**src/rtl/io_key_switch_ctrl.sv**
```systemverilog
// io_key_switch_ctrl: synchronized, debounced KEY/SW input peripheral with data and ready/overrun/IE status registers
module io_key_switch_ctrl #(
    parameter int               DBITS           = 32,
    parameter int               DEBOUNCE_CYCLES = 16,
    parameter logic [DBITS-1:0] ADDR_KDATA      = 32'hF0000010,
    parameter logic [DBITS-1:0] ADDR_SDATA      = 32'hF0000014,
    parameter logic [DBITS-1:0] ADDR_KCTRL      = 32'hF0000110,
    parameter logic [DBITS-1:0] ADDR_SCTRL      = 32'hF0000114
) (
    input  logic             clk,
    input  logic             reset,
    input  logic [DBITS-1:0] addr,
    input  logic             rdEn,
    input  logic             wrtEn,
    input  logic [DBITS-1:0] dataIn,
    input  logic [3:0]       key,
    input  logic [9:0]       sw,
    output logic             sel,
    output logic [DBITS-1:0] dataOut,
    output logic             intr
);
    localparam int             CW     = $clog2(DEBOUNCE_CYCLES);
    localparam logic [13:0]    RST_IN = 14'h000F;
    localparam logic [CW-1:0]  LAST   = CW'(DEBOUNCE_CYCLES - 1);

    logic [13:0]   s1, s2, deb, flip;
    logic [CW-1:0] cnt [14];
    logic [1:0]    chg, rd_clr, wr, ready, ovr, ie;
    logic          hit_kd, hit_sd, hit_kc, hit_sc;
    logic          unused_ok;

    assign hit_kd    = addr == ADDR_KDATA;
    assign hit_sd    = addr == ADDR_SDATA;
    assign hit_kc    = addr == ADDR_KCTRL;
    assign hit_sc    = addr == ADDR_SCTRL;
    assign chg       = {|flip[13:4], |flip[3:0]};
    assign rd_clr    = {rdEn && hit_sd, rdEn && hit_kd};
    assign wr        = {wrtEn && hit_sc, wrtEn && hit_kc};
    assign unused_ok = ^{dataIn[DBITS-1:5], dataIn[3], dataIn[1:0]};

    // a bit flips when its sync value has differed for the full debounce window
    always_comb begin
        flip = '0;
        for (int i = 0; i < 14; i++) flip[i] = (s2[i] != deb[i]) && (cnt[i] == LAST);
    end

    // two-flop synchronizer feeding per-bit debounce counters; bits 3:0 are keys, 13:4 switches
    always_ff @(posedge clk or negedge reset) begin
        if (!reset) begin
            s1  <= RST_IN;
            s2  <= RST_IN;
            deb <= RST_IN;
            for (int i = 0; i < 14; i++) cnt[i] <= '0;
        end else begin
            s1  <= {sw, key};
            s2  <= s1;
            deb <= deb ^ flip;
            for (int i = 0; i < 14; i++) cnt[i] <= (s2[i] != deb[i] && !flip[i]) ? cnt[i] + CW'(1) : '0;
        end
    end

    // status per group (0 = keys, 1 = switches); a consumed read suppresses overrun, a change beats a clearing write
    always_ff @(posedge clk or negedge reset) begin
        if (!reset) begin
            ready <= '0;
            ovr   <= '0;
            ie    <= '0;
            intr  <= 1'b0;
        end else begin
            for (int g = 0; g < 2; g++) begin
                ready[g] <= chg[g] | (ready[g] & ~rd_clr[g]);
                ovr[g]   <= (chg[g] & ready[g] & ~rd_clr[g]) | (ovr[g] & ~(wr[g] & ~dataIn[2]));
                ie[g]    <= wr[g] ? dataIn[4] : ie[g];
            end
            intr <= |(ie & ready);
        end
    end

    // combinational read mux, independent of rdEn
    always_comb begin
        sel     = hit_kd | hit_sd | hit_kc | hit_sc;
        dataOut = hit_kd ? {{(DBITS-4){1'b0}}, ~deb[3:0]} :
                  hit_sd ? {{(DBITS-10){1'b0}}, deb[13:4]} :
                  hit_kc ? {{(DBITS-5){1'b0}}, ie[0], 1'b0, ovr[0], 1'b0, ready[0]} :
                  hit_sc ? {{(DBITS-5){1'b0}}, ie[1], 1'b0, ovr[1], 1'b0, ready[1]} : '0;
    end
endmodule

```
**config.mk**
```make
export PLATFORM = sky130hd
export DESIGN_NAME = io_key_switch_ctrl
export DESIGN_NICKNAME = d
export VERILOG_FILES = /design/src/rtl/io_key_switch_ctrl.sv
export SDC_FILE = /design/constraint.sdc
export NUM_CORES = 1
export LEC_CHECK = 0
export CAP_MARGIN = 25
export CORE_MARGIN = 10
export CORE_UTILIZATION = 45
export CTS_BUF_LIST = sky130_fd_sc_hd__clkbuf_4 sky130_fd_sc_hd__clkbuf_8
export DETAILED_ROUTE_END_ITERATION = 8
export PLACE_DENSITY = 0.85
export SYNTH_ARGS = -nofsm -noshare
export SYNTH_HDL_FRONTEND = slang
export SYNTH_SLANG_ARGS = --single-unit
```
**constraint.sdc**
```tcl
create_clock -name clk -period 4.6 [get_ports clk]
set_clock_uncertainty 0.05 [all_clocks]
set_input_delay 0.69 -clock clk [delete_from_list [all_inputs] [get_ports clk]]
set_output_delay 0.69 -clock clk [all_outputs]
set_load 0.005 [all_outputs]
```
==> summary.md, run 1 <==
| Metric | Value |
|---|---|
| CTS hold repair buffers | 0 |
| Row count | 36 |
| Yosys top cell by area | dfrtp_1 |
| Design area | around 5400 um^2 |
| Register area | approximately 2600 um^2 |
| Pin count of the biggest net entering global routing | between 80 and 90 |
| Worst Path Required | about 3.9 ns |
| DR vias/cell | 4.77 |
| Grt ovf | 0 |
| GR Util All Layers | 12.4% |
| Final Slew Violations | 0 |
| Kind of critical path | primary input to output port |
| Top Layer Used | met4 |
| FF+latch count, synth | 105 |
| Crit path top cell by count | clkdlybuf4s50_1 |
| Crit path largest cell delay | approximately 0.5 ns |
| Final estimated routing congestion in global placement | approximately 0.79 |
| Buf/Inv on CP | 2 |
| Synth Cell Area | 4470 um^2 |
| CP Capture Type | output port |
| Status | complete, no violations |
| Fmax | around 240 MHz |
| Top flip-flop cell by instance count after synthesis | dfrtp_1 |
| Starting DRT DRC Count | between 100 and 150 |
| CTS tree | built |
| Die height | around 120 um |
| Met1 wire length | ~3300 um |
| Most common cell after layout, fill and taps aside | dfrtp_1 |
| PostCTS Resize Cnt | 0 |
| Remaining antenna violation count | 0 |
| TritonCTS Sinks | 105 |
| Pre-Repair DR Iteration Count | 4 |
| Max FO, Critical Path | 7 |
| Via count of the routed design | approximately 2,800 |
| Design Power | between 1.5 and 2 mW |
| Clock buffer depth | 2 |
| Crit path cell chain | clkdlybuf4s50_1 -> or4b_1 -> nor4_1 -> nand4_1 -> nor3b_4 -> and2_1 -> clkdlybuf4s50_1 |
| Power Density | just over 300 nW/um^2 |
| Core area | about 9700 um^2 |
| Critical path's slowest cell | or4b_1 |
| Max-Cap Viols | 0 |
| Postcts setup bufs | 0 |
| Routed len/inst | 14.5 um |
| First-pass GRT wire length | 14,500 um |
| Synth top area share | 52.1% |
| P&R area growth vs syn | 20.4% |
| Fraction of layout cells with a size suffix above 1 | between 10% and 20% |
| Final HPWL DP | around 6500 um |
| Placed cell area | between 5000 and 6000 um^2 |
| Number of H-tree levels | 3 |
| Initial Util | 45.9% |
| Final-layout fill cell count | a little over 800 |
| Endpoints failing setup | 0 |
| Initial antenna violation count | 0 |
| Met3 Wirelength | between 400 and 500 um |
| Area of the multi-input gates | about 1700 um^2 |
| IO buf count | 63 |
| Insertion delay of the later-clocked pin in the worst-skew pair | 0.36 ns |
| Final min period | 4.17 ns |
| WL met2 | ~4600 um |
| Placed cell count | 570 |
| Worst-Margin Slew | between 0.6 and 0.7 ns |
| IO Count | roughly 120 |
| Crit-path leading delay family | simple AND/OR/NAND/NOR gates |
| Syn. warnings | 0 |
| RSZ-0062 raised after global routing | no |
| Diode count | 0 |
| Chip width | approximately 120 um |
| Clk pin slew, worst setup/hold paths | 0.09 ns |
| P_leak | 2.47 nW |
| Most frequent cells in the layout | dfrtp_1 (93), clkdlybuf4s50_1 (62), nor2_1 (61) |
| Worst setup SP type | primary input |
| Vias in the first global route | a little over 3,000 |
| Cells after Synth | about 380 |
| Sequential element share of the synthesized area | 59.2% |
| Worst EP arrival | roughly 3.4 ns |
| WL final | between 8000 and 9000 um |
| # nets final | between 500 and 600 |
| Hold Crit Class | primary input to async pin |
| Synth area leaders | dfrtp_1 (52%), dfstp_2 (7.1%), nor2_1 (5.1%), xnor2_1 (4.7%), mux2_2 (4.3%) |
| Cts bufs inserted | 9 |
| Avg Cell Area, Syn | 11.9 um^2 |
| Peak VDD IR | around 240 uV |
| Die footprint | between 10,000 and 15,000 um^2 |
| Clk root buf | clkbuf_8 |
| Setup TNS | 0 ns |
| Final hold violations | 0 |
| Final Cycle Share | approximately nine tenths |
| Finished Layout Cells | roughly 590 |
| DR DRC count | 0 |
| Asr flop ratio synth | 100% |
| Slew HR | between 50% and 60% |
| Post-synth EDFFs | 0 |
| Synth cell types | 38 |
routing by layer:
metal	GRT usage, %	vias up
li1	-	1362
met1	13.2	1369
met2	22.1	59
met3	4.78	10
met4	4.15	0
met5	0	-
worst paths after layout:
kind                                   start                end  slack (ns)  cells past startpoint
min in group clk             s1[9]$_DFF_PN0_    s2[9]$_DFF_PN0_        0.30                      0
max in group asynchronous              reset          async pin        3.39                      3
min reg2reg                  s1[9]$_DFF_PN0_    s2[9]$_DFF_PN0_        0.30                      0
min                                    reset  cnt[23]$_DFF_PN0_        0.12                      1
max reg2reg                cnt[28]$_DFF_PN0_   ovr[1]$_DFF_PN0_        2.72                      6
max                                 addr[25]         dataOut[5]        0.43                      7
through the flow:
step | hold WS (ns) | utilization, % | setup WS [ns]
CTS | 0.305 | 55.0 | 0.384
global placement | 0.282 | 53.2 | 0.403
detailed placement | 0.285 | 53.2 | 0.414
global route | 0.0980 | 55.3 | 0.164
finish | 0.122 | 55.3 | 0.432
floorplan | 0.281 | - | 1.71
kinds of logic (layout without fill, tap and decap cells):
family | count (synthesis) | count (layout) | synth area share [%]
simple gates | 135 | 135 | 15.3
buf+inv | 39 | 96 | 5.29
compound gates | 21 | 21 | 3.28
fa+ha+maj | 14 | 14 | 3.92
other cells | 1 | 22 | 0.0840
flops | 105 | 105 | 59.2
mux | 19 | 19 | 4.73
xor+xnor | 42 | 42 | 8.24
synth_stat cells (2+ instances only):
cell and number:
a211oi_1 4, nand2_1 5, a21oi_1 3, or4_1 2, ha_1 14, mux2i_1 2
o22ai_1 6, dfstp_2 12, or4b_1 2, nor3_1 3, buf_4 22, nor4_1 3
nand3_1 29, and3_1 4, xnor2_1 24, dfrtp_1 93, and2_1 7, mux2_2 17
o31ai_1 2, nor2_1 61, nand2b_1 12, xor2_1 18, inv_1 14, o21ai_0 3
report_power, final:
part	switching [mW]	internal (mW)
sequential	0.0293	0.968
combinational	0.0710	0.0786
clock	0.297	0.225
final cells by class:
| type | count | share of cell area, % |
|---|---|---|
| clock buffer | 12 | 2.84 |
| clock inverter | 4 | 0.512 |
| inverter | 14 | 0.977 |
| multi-input combinational | 253 | 31.0 |
| sequential | 105 | 49.1 |
| tap | 133 | 3.09 |
| timing repair buffer | 66 | 12.5 |
No activity file was read; power rests on OpenSTA's default activity.
==> inputs of run 2 (changes only) <==
--- a/config.mk
+++ b/config.mk
@@ -10,7 +10,7 @@
 export CORE_UTILIZATION = 45
 export CTS_BUF_LIST = sky130_fd_sc_hd__clkbuf_4 sky130_fd_sc_hd__clkbuf_8
 export DETAILED_ROUTE_END_ITERATION = 8
-export PLACE_DENSITY = 0.85
+export PLACE_DENSITY = 0.74
 export SYNTH_ARGS = -nofsm -noshare
 export SYNTH_HDL_FRONTEND = slang
 export SYNTH_SLANG_ARGS = --single-unit
==> summary.md, run 2 (synthesis results as in run 1) <==
| Metric | Value |
|---|---|
| Clk pin slew, worst setup/hold paths | 0.08 ns (was 0.09 ns) |
| Hold Crit Class | flop to flop (was primary input to async pin) |
| Clock Power Share | 33.4% (was 31.3%) |
| Number of H-tree levels | 3 (unchanged) |
| GR Util All Layers | 11.7% (was 12.4%) |
| Crit path top cell by count | clkdlybuf4s50_1 (unchanged) |
| Crit-path leading delay family | simple AND/OR/NAND/NOR gates (unchanged) |
| Power Density | 318 nW/um^2 (was 310 nW/um^2) |
| RSZ-0062 raised after global routing | no (unchanged) |
| NetSw | 0.388 mW (was 0.398 mW) |
| First-pass GRT wire length | 13,900 um (was 14,500 um) |
| Diode count | 0 (unchanged) |
| Vias in the first global route | 2,932 (was 3,059) |
| Final Slew Violations | 0 (unchanged) |
| P&R area growth vs syn | 20.4% (about the same) |
| Max FO, Critical Path | 12 (was 7) |
| Final hold violations | 0 (unchanged) |
| P_leak | 2.47 nW (about the same) |
| Pin count of the biggest net entering global routing | 71 (was 84) |
| Final Cycle Share | 86.7% (was 90.6%) |
| # nets final | 544 (was 545) |
| Fraction of layout cells with a size suffix above 1 | 11.3% (was 11.5%) |
| Final HPWL DP | 6240 um (was 6490 um) |
| FF-to-FF setup slack | 2.74 ns (was 2.72 ns) |
| Final min period | 3.99 ns (was 4.17 ns) |
| Crit path largest cell delay | 0.51 ns (about the same) |
| CTS tree | built (unchanged) |
| Peak VDD IR | 178 uV (was 243 uV) |
| Core area | 9730 um^2 (unchanged) |
| WL final | 8060 um (was 8510 um) |
| Worst Path Required | 3.86 ns (about the same) |
| Postcts setup bufs | 0 (unchanged) |
| Setup ws final | 0.611 ns (was 0.432 ns) |
| DR DRC count | 0 (unchanged) |
| Clock buffer depth | 2 (unchanged) |
| PostCTS Resize Cnt | 0 (unchanged) |
| Final estimated routing congestion in global placement | 0.793 (was 0.788) |
| Pre-Repair DR Iteration Count | 4 (unchanged) |
| Buf/Inv on CP | 3 (was 2) |
| TritonCTS Sinks | 105 (unchanged) |
| Kind of critical path | primary input to output port (unchanged) |
| Comb pwr share | 8.4% (was 9.0%) |
| Starting DRT DRC Count | 131 (was 109) |
| Worst-Margin Slew | 0.844 ns (was 0.647 ns) |
| Slew HR | 43.7% (was 56.7%) |
| IO buf count | 63 (unchanged) |
| Seq pwr share | 58.2% (was 59.7%) |
| Chip width | 120 um (unchanged) |
| Max-Cap Viols | 0 (unchanged) |
| Critical path's slowest cell | or4b_1 (unchanged) |
| Fmax | 251 MHz (was 240 MHz) |
| Placed cell count | 570 (unchanged) |
| Status | complete, no violations (unchanged) |
| IO Count | 116 (unchanged) |
| Worst EP arrival | 3.25 ns (was 3.43 ns) |
| Setup TNS | 0 ns (unchanged) |
| CP Capture Type | output port (unchanged) |
| Crit path cell chain | clkdlybuf4s50_1 -> or4b_1 -> nor4_1 -> nand4_1 -> buf_4 -> nor3b_4 -> and2_1 -> clkdlybuf4s50_1 (was clkdlybuf4s50_1 -> or4b_1 -> nor4_1 -> nand4_1 -> nor3b_4 -> and2_1 -> clkdlybuf4s50_1) |
| Switching share of power | 22.7% (was 23.8%) |
| Die height | 120 um (unchanged) |
| Via count of the routed design | 2,770 (was 2,800) |
| Endpoints failing setup | 0 (unchanged) |
| Finished Layout Cells | 586 (was 587) |
| Most frequent cells in the layout | dfrtp_1 (93), clkdlybuf4s50_1 (62), nor2_1 (61) (unchanged) |
| Final core occ | 55.3% (about the same) |
| Cts bufs inserted | 9 (unchanged) |
| Most common cell after layout, fill and taps aside | dfrtp_1 (unchanged) |
| Remaining antenna violation count | 0 (unchanged) |
| Final-layout fill cell count | 874 (was 824) |
| Initial Util | 45.9% (unchanged) |
| P_int | 1.32 mW (was 1.27 mW) |
| Initial antenna violation count | 0 (unchanged) |
| Routed len/inst | 13.8 um (was 14.5 um) |
| Insertion delay of the later-clocked pin in the worst-skew pair | 0.35 ns (was 0.36 ns) |
| Pre-CTS setup slack | 0.568 ns (was 0.414 ns) |
| DR vias/cell | 4.73 (was 4.77) |
| Row count | 36 (unchanged) |
| Clk root buf | clkbuf_8 (unchanged) |
| Worst setup SP type | primary input (unchanged) |
| Grt ovf | 0 (unchanged) |
| CTS hold repair buffers | 0 (unchanged) |
| Die footprint | 14,300 um^2 (unchanged) |
==> run 2: worst paths after layout <==
path | start | endpoint | cells after the start
setup / recovery | addr[25] | dataOut[9] | 8
setup reg to reg | cnt[28]$_DFF_PN0_ | ovr[1]$_DFF_PN0_ | 6
hold reg to reg | s1[9]$_DFF_PN0_ | s2[9]$_DFF_PN0_ | 0
min in group asynchronous | reset | cnt[32]$_DFF_PN0_ | 1
max in group asynchronous | reset | cnt[5]$_DFF_PN0_ | 2
hold / removal | s1[9]$_DFF_PN0_ | s2[9]$_DFF_PN0_ | 0
==> run 2: metal layers <==
metal  up-vias  global-route usage (%)  share of wire (%)
met5         -                       0                  0
met4         0                    3.62                1.1
met3         8                    3.56                5.7
met2        53                    20.1                 51
met1      1344                    13.7                 42
li1       1365                       -                  -
==> run 2: layout make-up <==
type	count	area [um^2]	share of cell area (%)
Multi-Input combinational cell	253	1670	31.0
Clock inverter	4	52.6	0.977
Timing Repair Buffer	65	643	12.0
Inverter	14	52.6	0.977
Tap cell	133	166	3.10
Clock buffer	12	153	2.84
Sequential cell	105	2640	49.2
==> run 2: per-stage QoR <==
stage | cell area [um^2] | power [mW] | hold WS [ns]
6_report | 5380 | 1.71 | 0.303
5_1_grt | 5380 | 1.81 | 0.310
4_1_cts | 5380 | 1.73 | 0.305
3_5_place_dp | 5170 | 1.16 | 0.286
3_3_place_gp | 5170 | 1.15 | 0.284
2_1_floorplan | 4550 | 1.09 | 0.281
==> run 2: power groups by stage <==
stage | clock network (mW) | registers (mW) | logic [mW]
6_report | 0.572 | 0.996 | 0.144
3_3_place_gp | 0 | 1.01 | 0.141
3_5_place_dp | 0 | 1.01 | 0.147
5_1_grt | 0.635 | 1.00 | 0.167
4_1_cts | 0.589 | 0.997 | 0.147
2_1_floorplan | 0 | 1.01 | 0.0840
==> inputs of run 3 (changes only) <==
--- a/config.mk
+++ b/config.mk
@@ -11,6 +11,7 @@
 export CTS_BUF_LIST = sky130_fd_sc_hd__clkbuf_4 sky130_fd_sc_hd__clkbuf_8
 export DETAILED_ROUTE_END_ITERATION = 8
 export PLACE_DENSITY = 0.74
+export SLEW_MARGIN = 20
 export SYNTH_ARGS = -nofsm -noshare
 export SYNTH_HDL_FRONTEND = slang
 export SYNTH_SLANG_ARGS = --single-unit
==> results of run 3 <==
No change in the layout: final DEF, timing and power equal those of run 2.
